$ cat src/rtl/instr_fetch_pkg.sv
// Shared constants and helpers for the fetch stage.
// The OP_HALT opcode and the opcode field live here.
`ifndef OP_HALT
`define OP_HALT 4'hF
`endif

package instr_fetch_pkg;

  localparam int ADDR_W_DEF = 16;
  localparam int DATA_W_DEF = 16;
  localparam logic [15:0] RESET_PC_DEF = 16'h0000;

  localparam int OPC_HI = 15;
  localparam int OPC_LO = 12;

  function automatic logic [3:0] opcode(
    input logic [15:0] w
  );
    return w[OPC_HI:OPC_LO];
  endfunction

endpackage

$ cat src/rtl/instr_fetch_if.sv
// Fetch-to-decode handshake bundle.
// The fetch side is the master and decode is the slave.
interface instr_fetch_if
  import instr_fetch_pkg::*;
#(
  parameter int ADDR_W = ADDR_W_DEF,
  parameter int DATA_W = DATA_W_DEF
);

  logic              out_valid;
  logic [DATA_W-1:0] out_instr;
  logic [ADDR_W-1:0] out_pc;
  logic              out_ready;

  modport master (
    output out_valid,
    output out_instr,
    output out_pc,
    input  out_ready
  );

  modport slave (
    input  out_valid,
    input  out_instr,
    input  out_pc,
    output out_ready
  );

endinterface

$ cat src/rtl/fetch_queue.sv
// Small synchronous FIFO holding {pc, instr} pairs.
// It accepts push and pop together when full, and it has a flush input.
module fetch_queue #(
  parameter int W     = 32,
  parameter int DEPTH = 2,
  localparam int PW   = $clog2(DEPTH),
  localparam int CW   = $clog2(DEPTH + 1)
) (
  input  logic          clk,
  input  logic          rst,
  input  logic          flush,
  input  logic          push,
  input  logic          pop,
  input  logic [W-1:0]  din,
  output logic [W-1:0]  dout,
  output logic          valid,
  output logic [CW-1:0] count
);

  logic [W-1:0]  mem [DEPTH];
  logic [PW-1:0] wptr;
  logic [PW-1:0] rptr;

  logic do_pop;

  assign valid  = (count != '0);
  assign do_pop = pop & valid;
  assign dout   = valid ? mem[rptr] : '0;

  always_ff @(posedge clk) begin
    if (rst | flush) begin
      wptr  <= '0;
      rptr  <= '0;
      count <= '0;
    end else begin
      if (push)
        wptr <= wptr + PW'(1);
      if (do_pop)
        rptr <= rptr + PW'(1);
      unique case (1'b1)
        push & ~do_pop: count <= count + CW'(1);
        do_pop & ~push: count <= count - CW'(1);
        default:        count <= count;
      endcase
    end
  end

  always_ff @(posedge clk) begin
    if (push & ~rst & ~flush)
      mem[wptr] <= din;
  end

endmodule

$ cat src/rtl/instr_fetch.sv
// Fetch stage: holds the PC, drives the ROM port, and queues {pc, instr} for decode.
// Define FETCH_HALT_EN to stop fetching after an OP_HALT word.
module instr_fetch
  import instr_fetch_pkg::*;
#(
  parameter int          ADDR_W   = ADDR_W_DEF,
  parameter int          DATA_W   = DATA_W_DEF,
  parameter [ADDR_W-1:0] RESET_PC = RESET_PC_DEF,
  parameter int          QDEPTH   = 2
) (
  input  logic              clk,
  input  logic              rst,
  output logic [ADDR_W-1:0] rom_addr,
  output logic              rom_en,
  input  logic [DATA_W-1:0] rom_data,
  input  logic              redirect_valid,
  input  logic [ADDR_W-1:0] redirect_pc,
  instr_fetch_if.master     dec,
  output logic              halted
);

  localparam int EW = ADDR_W + DATA_W;
  localparam int CW = $clog2(QDEPTH + 1);

  logic [ADDR_W-1:0] pc;
  logic [CW-1:0]     cnt;
  logic              qv;
  logic [EW-1:0]     head;
  logic              pop;
  logic              fetch;

  assign pop   = dec.out_valid & dec.out_ready;
  assign fetch = ~rst & ~redirect_valid & ~halted
               & ((cnt < CW'(QDEPTH)) | pop);

  assign rom_addr = pc;
  assign rom_en   = fetch;

  // Gate on rst so a stale head never shows during reset.
  assign dec.out_valid = qv & ~rst;
  assign dec.out_pc    = dec.out_valid ? head[EW-1 -: ADDR_W] : '0;
  assign dec.out_instr = dec.out_valid ? head[DATA_W-1:0] : '0;

  fetch_queue #(
    .W     (EW),
    .DEPTH (QDEPTH)
  ) u_q (
    .clk   (clk),
    .rst   (rst),
    .flush (redirect_valid),
    .push  (fetch),
    .pop   (pop),
    .din   ({pc, rom_data}),
    .dout  (head),
    .valid (qv),
    .count (cnt)
  );

  always_ff @(posedge clk) begin
    if (rst)
      pc <= RESET_PC;
    else if (redirect_valid)
      pc <= redirect_pc;
    else if (fetch)
      pc <= pc + ADDR_W'(1);
  end

`ifdef FETCH_HALT_EN
  always_ff @(posedge clk) begin
    if (rst)
      halted <= 1'b0;
    else if (redirect_valid)
      halted <= 1'b0;
    else if (fetch && opcode(rom_data[15:0]) == `OP_HALT)
      halted <= 1'b1;
  end
`else
  assign halted = 1'b0;
`endif

endmodule

$ cat src/flat_wrapper.sv
// flat-port wrapper written by rule: the top's interface ports become plain ports
module instr_fetch_flat import instr_fetch_pkg::*;
#(
  parameter int          ADDR_W   = ADDR_W_DEF,
  parameter int          DATA_W   = DATA_W_DEF,
  parameter [ADDR_W-1:0] RESET_PC = RESET_PC_DEF,
  parameter int          QDEPTH   = 2
)
  (clk, rst, rom_addr, rom_en, rom_data, redirect_valid, redirect_pc, halted, dec_out_valid, dec_out_instr, dec_out_pc, dec_out_ready);
  instr_fetch_if #(.ADDR_W(ADDR_W), .DATA_W(DATA_W)) dec_i ();
  input  logic clk;
  input  logic rst;
  output logic [ADDR_W-1:0] rom_addr;
  output logic rom_en;
  input  logic [DATA_W-1:0] rom_data;
  input  logic redirect_valid;
  input  logic [ADDR_W-1:0] redirect_pc;
  output logic halted;
  output wire logic [$bits(dec_i.out_valid)-1:0] dec_out_valid;
  output wire logic [$bits(dec_i.out_instr)-1:0] dec_out_instr;
  output wire logic [$bits(dec_i.out_pc)-1:0] dec_out_pc;
  input wire logic [$bits(dec_i.out_ready)-1:0] dec_out_ready;
  assign dec_out_valid = dec_i.out_valid;
  assign dec_out_instr = dec_i.out_instr;
  assign dec_out_pc = dec_i.out_pc;
  assign dec_i.out_ready = dec_out_ready;
  instr_fetch #(.ADDR_W(ADDR_W), .DATA_W(DATA_W), .RESET_PC(RESET_PC), .QDEPTH(QDEPTH)) u_core (.clk(clk), .rst(rst), .rom_addr(rom_addr), .rom_en(rom_en), .rom_data(rom_data), .redirect_valid(redirect_valid), .redirect_pc(redirect_pc), .dec(dec_i), .halted(halted));
endmodule
$ cat config.mk
export PLATFORM = sky130hd
export DESIGN_NAME = instr_fetch_flat
export DESIGN_NICKNAME = d
export VERILOG_FILES = /design/src/rtl/instr_fetch_pkg.sv /design/src/rtl/instr_fetch_if.sv /design/src/rtl/fetch_queue.sv /design/src/rtl/instr_fetch.sv /design/src/flat_wrapper.sv
export SDC_FILE = /design/constraint.sdc
export NUM_CORES = 1
export LEC_CHECK = 0
export CORE_ASPECT_RATIO = 0.5
export CORE_UTILIZATION = 45
export CTS_BUF_LIST = sky130_fd_sc_hd__clkbuf_16
export CTS_CLUSTER_DIAMETER = 120
export CTS_CLUSTER_SIZE = 12
export DETAILED_ROUTE_END_ITERATION = 8
export PLACE_DENSITY = 0.73
export SYNTH_ARGS = -nofsm -noshare
export SYNTH_HDL_FRONTEND = slang
export SYNTH_HIERARCHICAL = 1
export SYNTH_SLANG_ARGS = --single-unit
$ cat constraint.sdc
create_clock -name clk -period 6.9 [get_ports clk]
set_input_delay 1.38 -clock clk [delete_from_list [all_inputs] [get_ports clk]]
set_output_delay 1.38 -clock clk [all_outputs]
set_load 0.01 [all_outputs]
==> summary.txt, run 1 <==
Status
  • Status: completed

Worst hold path
  • Number of cells on the worst hold path: 2
  • Hold wc startpoint: u_core/u_q/count[1]
  • Hold Path Sink: u_core/u_q/count[1]
  • Min-Delay Path Class: reg2reg

Die
  • DIE HEIGHT: 67.23 microns
  • Die X: 132.4 microns
  • Initial Util: 0.4718
  • Num ports: 87
  • Row count: 23
  • Core area: 8115 sq um
  • Die area: 8904 sq um

Detailed routing
  • Vias: 2,583
  • Routed length per instance: 15.04 microns
  • Final WL: 7.699 mm
  • Initial DRC count: 120
  • DRC violations left: 0
  • Post-route ant nets: 0
  • First-pass iteration count of the detailed router: 4
  • Vias per cell: 5.045

Logic synthesis
  • FFs w/ async S/R, synth: 0
  • Post-Syn Area: 3829 sq um
  • Synth top area share: 0.5020
  • Yosys Warn Count: 6
  • Syn avg cell area: 12.27 sq um
  • Post-synth EDFFs: 64
  • Sequential cell area fraction in the yosys report: 0.6118
  • Library cells used by synthesis: 44
  • Top_reg_cell synth: edfxtp_1
  • Mapped Cells: 312
  • Post-synth top area cell: edfxtp_1
  • FF+latch count, synth: 85
  • Syn_nets: 350
  • Synth top area cells: edfxtp_1 (50%), dfxtp_1 (11%), mux2i_1 (9.4%)

Clock network
  • H-tree levels: 3
  • CTS Root Buffer Type: clkbuf_16
  • CTS resizes: 0
  • Hold_buf cts: 0
  • Clock slew at reported path FFs: 0.06 ns
  • Clk sinks: 85
  • Total CTS buffers: 9
  • Clk_lat worst skew: 0.33 ns
  • Post-CTS Setup Bufs: 0
  • CTS Buffer Depth: 2
  • CTS tree: yes

STA
  • Max Fclk: 201.4 MHz
  • RSZ-0062 raised after global routing: false
  • Setup TNS: 0 ns
  • Period utilisation layout: 0.7195
  • Hold Violations, Final: 0
  • Worst setup margin: 1.935 ns
  • Final setup violation count: 0
  • Hold Worst Slack: 0.5271 ns
  • Worst rel slew slack: 0.3339
  • Worst Tran Pin Value: 0.9992 ns
  • Final-report max-slew violation count: 0
  • Crit path time final: 4.965 ns
  • Worst Clk Skew: 0.004778 ns

Final layout
  • Nets: 433
  • Most frequent cells in the layout: clkdlybuf4s50_1 (85), edfxtp_1 (64), nor2_1 (44)
  • Layout cell share with drive strength beyond 1: 0.07250
  • Diodes inserted: 0
  • Area growth syn-to-layout: 32.78%
  • Final Util: 0.6264
  • Post-Layout Cell Count: 512
  • Most common cell after layout, fill and taps aside: clkdlybuf4s50_1
  • Fin area: 5084 sq um

Worst setup path
  • Crit start category: input pin
  • Critical Path End Type: output port
  • Reg-to-reg slack, setup: 4.02 ns
  • Worst R2R Start: u_core/u_q/count[0]
  • Crit Path Class: in2out
  • Worst Reg-to-Reg Cells: 10
  • Crit path required time: 5.52 ns
  • Worst r2r dst: u_core/u_q/count[1]
  • Worst Path Max Fanout: 34
  • Worst Path Arrival: 3.58 ns

Placement
  • Inst Count DP: 496
  • DP Area: 4777 sq um
  • Gp weighted congestion: 0.7745
  • Place WS: 1.897 ns
  • Count of input and output buffers: 85
  • Detailed Place HPWL: 5.045 mm

Global routing
  • Gr ovfl total: 0
  • Vias in the first global route: 2,494
  • Initial antenna violation count: 0
  • Largest net degree at the start of global routing: 35
  • First-pass GRT wire length: 12.07 mm
  • Total GRT Usage: 0.1811

Power and ir drop
  • IR drop worst, VDD: 0.1532 mV
  • PD cells: 226.8 nW/um^2
  • Leakage: 1.702 nW
  • Tot Pwr: 1.153 mW

Job
  • Max-cap violations: 0
[critical path: stages]
cell and delay, ns:
clkdlybuf4s50_1 0.40, buf_4 0.23, nor2b_2 0.78, and2_1 0.24, clkdlybuf4s50_1 0.55
[layout make-up]
class                      instances  area, sq um
clock inverter                     7        81.33
tap                              112        140.1
timing repair buffer              89        880.8
inverter                           7        26.28
fill                             647         3032
clock buffer                       9        225.2
multi-input combinational        203         1386
sequential                        85         2344
[worst max-delay path by stage]
stage / from / end / slack (ns) / cells past startpoint
4_1_cts: rst / dec_out_pc[10] / 1.89 / 5
3_5_place_dp: rst / dec_out_pc[10] / 1.90 / 5
6_report: rst / dec_out_pc[10] / 1.94 / 5
2_1_floorplan: rst / u_core/u_q/mem[0][0] / 0.84 / 5
3_3_place_gp: rst / dec_out_instr[15] / 1.95 / 5
5_1_grt: rst / dec_out_pc[10] / 1.72 / 5
[synthesized netlist by cell type, types with 2 or more instances]
cell type and count:
xor2_1 2, o211ai_1 2, a211oi_1 6, or3_1 2, nor3_1 9, clkbuf_1 8, a311oi_1 3, dfxtp_1 21
nor2b_1 3, buf_2 5, and2_1 33, mux2i_1 36, edfxtp_1 64, nor4_1 5, nor2_1 45, nand3_1 5
xnor2_1 9, inv_1 7, nand4_1 2, buf_4 4, o21ai_0 4, nand2_1 11, and3_1 4, ha_1 2
[flip-flops by register name (all words and copies together) (netlist names), named ones only]
| register | flops |
|---|---|
| u_core/u_q/count | 2 |
| u_core/u_q/wptr | 1 |
| u_core/u_q/rptr | 1 |
| u_core/u_q/mem | 64 |
| u_core/rom_addr | 16 |
[power breakdown]
part,switching [mW],total [mW],internal [mW]
logic,0.0346,0.0792,0.0446
registers,0.0170,0.580,0.563
clock network,0.182,0.494,0.312
total,0.234,1.15,0.919
[routing by layer]
layer  vias up  wire length (microns)  track usage
met5         -                      0            0
met4         0                     63      0.05891
met3         9                    386      0.06006
met2        68                   3717       0.3138
met1      1216                   3531       0.2183
li1       1290                      -            -
[kinds of logic (layout without fill, tap and decap cells)]
logic type	count (synthesis)	count (layout)	share of synthesized area
muxes	36	36	0.09412
xor gates and xnor gates	11	11	0.02517
AOI/OAI and AO/OA	24	24	0.04869
adders and majority gates	2	2	0.006535
and+or+nand+nor	129	129	0.1837
buffers and inverters	24	112	0.02909
DFF	85	85	0.6118
other	1	1	0.0009795
No activity file was read; power rests on OpenSTA's default activity.
==> run 2: changes to the inputs <==
Clock period 6.9 ns to 4.61 ns, I/O delays scaled along.
==> summary.txt, run 2 (synthesis gave the netlist of run 1 again) <==
Global routing
  • Total GRT Usage: 0.1844
  • Initial antenna violation count: 0
  • Vias in the first global route: 2,475
  • First-pass GRT wire length: 12.28 mm
  • Gr ovfl total: 0
  • Largest net degree at the start of global routing: 35

Detailed routing
  • Routed met3 length: 403 microns
  • Met2 WL: 3.715 mm
  • Routed length on met1: 3.490 mm
  • DRC violations left: 0
  • Top layer reached by signal wires: met4
  • Routed length per instance: 14.98 microns
  • Initial DRC count: 188
  • Post-route ant nets: 0
  • Vias: 2,602
  • Final WL: 7.699 mm
  • First-pass iteration count of the detailed router: 5
  • Vias per cell: 5.062

Worst setup path
  • Crit start category: input pin
  • Worst r2r dst: u_core/u_q/count[1]
  • Crit Path Class: in2out
  • Crit path required time: 3.69 ns
  • Crit path max-delay cell type: a21boi_2
  • Worst Path Max Fanout: 16
  • Worst Reg-to-Reg Cells: 9
  • Worst R2R Start: u_core/u_q/count[0]
  • Worst path bufs/invs: 2
  • Critical path's most frequent cell: clkdlybuf4s50_1
  • Top delay family on crit path: buffers and inverters
  • Reg-to-reg slack, setup: 1.84 ns
  • Critical Path End Type: output port
  • CP cell instances: clkdlybuf4s50_1 > a21boi_2 > nor3_1 > clkdlybuf4s50_1
  • Worst Path Arrival: 2.75 ns
  • Crit path largest cell delay: 0.63 ns

Worst hold path
  • Hold Path Sink: u_core/u_q/count[1]
  • Min-Delay Path Class: reg2reg
  • Number of cells on the worst hold path: 2
  • Hold wc startpoint: u_core/u_q/count[1]

Die
  • Core area: 8115 sq um
  • Initial Util: 0.4718
  • Row count: 23
  • Num ports: 87
  • Die area: 8904 sq um
  • DIE HEIGHT: 67.23 microns
  • Die X: 132.4 microns

STA
  • Period utilisation layout: 0.7964
  • Final-report max-slew violation count: 0
  • Worst Clk Skew: 0.004649 ns
  • Worst Tran Pin Value: 0.9863 ns
  • Worst setup margin: 0.9387 ns
  • Max Fclk: 272.4 MHz
  • Crit path time final: 3.671 ns
  • Worst rel slew slack: 0.3425
  • Final setup violation count: 0
  • Hold Violations, Final: 0
  • Setup TNS: 0 ns
  • RSZ-0062 raised after global routing: false

Placement
  • Gp weighted congestion: 0.8504
  • Place WS: 0.9502 ns
  • Detailed Place HPWL: 5.031 mm
  • Inst Count DP: 498
  • Count of input and output buffers: 85

Clock network
  • Total CTS buffers: 9
  • Clock slew at reported path FFs: 0.06 ns
  • Clk_lat worst skew: 0.33 ns
  • CTS tree: yes
  • CTS Root Buffer Type: clkbuf_16
  • CTS Buffer Depth: 2
  • Hold_buf cts: 0
  • CTS resizes: 0
  • H-tree levels: 3
  • Post-CTS Setup Bufs: 0
  • Clk sinks: 85

Final layout
  • Largest reg by FF count: u_core/u_q/mem
  • Most common cell after layout, fill and taps aside: clkdlybuf4s50_1
  • Post-Layout Cell Count: 514
  • Largest register FFs: 64
  • Most frequent cells in the layout: clkdlybuf4s50_1 (85), edfxtp_1 (64), nor2_1 (44)
  • Nets: 435
  • Diodes inserted: 0
  • Area growth syn-to-layout: 32.16%
  • Layout cell share with drive strength beyond 1: 0.07711

Power and ir drop
  • IR drop worst, VDD: 0.2582 mV
  • PD cells: 318.5 nW/um^2
  • Leakage: 1.689 nW

Job
  • Max-cap violations: 0

Status
  • Status: completed
## run 2: changes by cell type in the layout (fill, tap and decap cells not counted)
cell / delta
clkinvlp_4: +1
bufinv_16: -2
buf_4: +2
nor4_2: -1
nor4_4: +1
clkinv_2: +1
## run 2: metal layers
layer | GRT usage | vias up
li1 | - | 1294
met1 | 0.2299 | 1220
met2 | 0.3092 | 81
met3 | 0.04955 | 7
met4 | 0.08190 | 0
met5 | 0 | -
## run 2: final cells by class
class,instances,area [sq um]
timing repair buffer,91,895.9
sequential,85,2344
tap,112,140.1
clock inverter,7,33.78
fill,662,3055
multi-input combinational,203,1395
clock buffer,9,225.2
inverter,7,26.28
## run 2: worst reg2reg max path: stages, from the launching register on
cell and delay, ns:
dfxtp_1 0.35, nor2_2 0.09, buf_4 0.33, inv_1 0.12
a21boi_2 0.66, nor3_1 0.20, inv_1 0.18, ha_1 0.28
or3_1 0.35, a21boi_1 0.14
## run 2: where the power goes
group / leakage, nW / internal (mW) / switching (mW)
Clock: 0.131 / 0.356 / 0.267
Combinational: 0.798 / 0.0679 / 0.0522
Sequential: 0.760 / 0.843 / 0.0261
## run 2: through the flow
step           total power [mW]  utilization  hold slack [ns]  cell area (sq um)
6_report                  1.611       0.6235           0.5239               5060
5_1_grt                   1.668       0.6235           0.5620               5060
4_1_cts                   1.629       0.6235           0.5232               5060
3_5_place_dp              1.005       0.5916           0.5154               4801
3_3_place_gp             0.9990       0.5916           0.4980               4801
2_1_floorplan            0.9277            -           0.4756               3835
## run 2: how the worst max path moves through the flow
stage,start,end,slack [ns],cells past startpoint
2_1_floorplan,rst,u_core/u_q/mem[0][0],0.34,5
3_3_place_gp,dec_out_ready,rom_en,1.01,4
3_5_place_dp,dec_out_ready,rom_en,0.95,4
4_1_cts,dec_out_ready,rom_en,0.93,4
5_1_grt,dec_out_ready,rom_en,0.81,4
6_report,dec_out_ready,rom_en,0.94,4
==> run 3: changes to the inputs <==
Settings changed: PLACE_DENSITY 0.73 to 0.76.
Clock period 4.61 ns to 3.2 ns, I/O delays scaled along.
==> summary.txt, run 3 (synthesis gave the netlist of run 1 again) <==
Status
  • Status: completed

Die
  • Initial Util: 0.4718
  • Die area: 8904 sq um
  • Die X: 132.4 microns
  • Core area: 8115 sq um
  • Num ports: 87
  • Row count: 23
  • DIE HEIGHT: 67.23 microns

Clock network
  • H-tree levels: 3
  • Clk sinks: 85
  • CTS resizes: 0
  • Clock slew at reported path FFs: 0.06 ns
  • CTS tree: yes
  • Total CTS buffers: 9
  • CTS Root Buffer Type: clkbuf_16
  • Clk_lat worst skew: 0.32 ns
  • Post-CTS Setup Bufs: 0
  • CTS Buffer Depth: 2
  • Hold_buf cts: 0

Worst setup path
  • Worst Path Max Fanout: 34
  • Worst Path Arrival: 2.21 ns
  • CP Launch Point: rst
  • Crit path required time: 2.56 ns
  • Crit start category: input pin
  • Worst R2R Start: u_core/u_q/count[1]
  • Critical Path End Type: output port
  • Crit Path Class: in2out

Final layout
  • Seq. cell area: 2344 sq um
  • Area of the multi-input gates: 1395 sq um
  • Most common cell after layout, fill and taps aside: clkdlybuf4s50_1
  • Nets: 439
  • Layout cell share with drive strength beyond 1: 0.08374
  • Area growth syn-to-layout: 33.95%
  • Diodes inserted: 0
  • Fin area: 5129 sq um
  • Largest register FFs: 64
  • Largest reg by FF count: u_core/u_q/mem
  • Fill cell count: 639
  • Most frequent cells in the layout: clkdlybuf4s50_1 (85), edfxtp_1 (64), nor2_1 (44)

Power and ir drop
  • Tot Pwr: 2.391 mW
  • Leakage: 1.724 nW
  • IR drop worst, VDD: 0.2327 mV
  • PD cells: 466.2 nW/um^2

STA
  • Worst Clk Skew: 0.004993 ns
  • RSZ-0062 raised after global routing: false
  • Worst setup margin: 0.3521 ns
  • Final setup violation count: 0
  • Worst Tran Pin Value: 0.6725 ns
  • Final-report max-slew violation count: 0
  • Setup TNS: 0 ns
  • Hold Violations, Final: 0
  • Worst rel slew slack: 0.5475
  • Period utilisation layout: 0.8900
  • Max Fclk: 351.1 MHz
  • Crit path time final: 2.848 ns

Placement
  • Detailed Place HPWL: 5.161 mm
  • Gp weighted congestion: 0.7959
  • DP Area: 4843 sq um
  • Place WS: 0.3364 ns
  • Count of input and output buffers: 85

Detailed routing
  • Vias: 2,607
  • Final WL: 7.734 mm
  • First-pass iteration count of the detailed router: 4
  • Routed length per instance: 14.93 microns
  • Initial DRC count: 95
  • DRC violations left: 0
  • Vias per cell: 5.033
  • Post-route ant nets: 0

Worst hold path
  • Min-Delay Path Class: reg2reg
  • Hold wc startpoint: u_core/rom_addr[15]

Global routing
  • Initial antenna violation count: 0
  • Vias in the first global route: 2,496
  • Largest net degree at the start of global routing: 35
  • Gr ovfl total: 0
  • Total GRT Usage: 0.1851
  • First-pass GRT wire length: 12.42 mm

Job
  • Max-cap violations: 0
==> run 3: path summary, 6_finish.rpt <==
path / end / slack (ns) / cells past startpoint
setup reg to reg: u_core/u_q/count[1] / 0.98 / 10
setup / recovery: dec_out_pc[5] / 0.35 / 5
hold / removal: u_core/u_q/mem[0][31] / 0.54 / 0
hold reg to reg: u_core/u_q/mem[0][31] / 0.54 / 0
==> run 3: cell type report <==
type	instances	area share
Clock buffer	9	0.04391
Clock inverter	7	0.01171
Inverter	7	0.005123
Multi-Input combinational cell	203	0.2720
Sequential cell	85	0.4569
Tap cell	112	0.02732
Timing Repair Buffer	95	0.1830
==> run 3: routing by layer <==
| layer | part of all wire | wire length [microns] | global-route usage |
|---|---|---|---|
| met3 | 0.035 | 272 | 0.04655 |
| met1 | 0.46 | 3557 | 0.2353 |
| met4 | 0.0081 | 63 | 0.06609 |
| met5 | 0 | 0 | 0 |
| met2 | 0.50 | 3840 | 0.3145 |
==> run 3: critical path, stage by stage <==
cell and delay, ns:
clkdlybuf4s50_1 0.45, nor2b_2 0.12, buf_4 0.26, and2_1 0.18
clkdlybuf4s50_1 0.55
==> run 3: where the power goes <==
group | switching [mW] | total (mW) | internal (mW) | leakage (nW)
combinational | 0.0753 | 0.175 | 0.0994 | 0.821
clock | 0.372 | 0.965 | 0.592 | 0.143
sequential | 0.0377 | 1.25 | 1.21 | 0.760
total | 0.485 | 2.39 | 1.91 | 1.72
==> run 3: stage by stage <==
stage | utilization | cells | hold WS [ns]
5_1_grt | 0.6320 | 518 | 0.5604
3_5_place_dp | 0.5968 | 502 | 0.5230
2_1_floorplan | - | 312 | 0.4756
3_3_place_gp | 0.5968 | 502 | 0.5025
4_1_cts | 0.6320 | 518 | 0.5349
6_report | 0.6320 | 518 | 0.5394
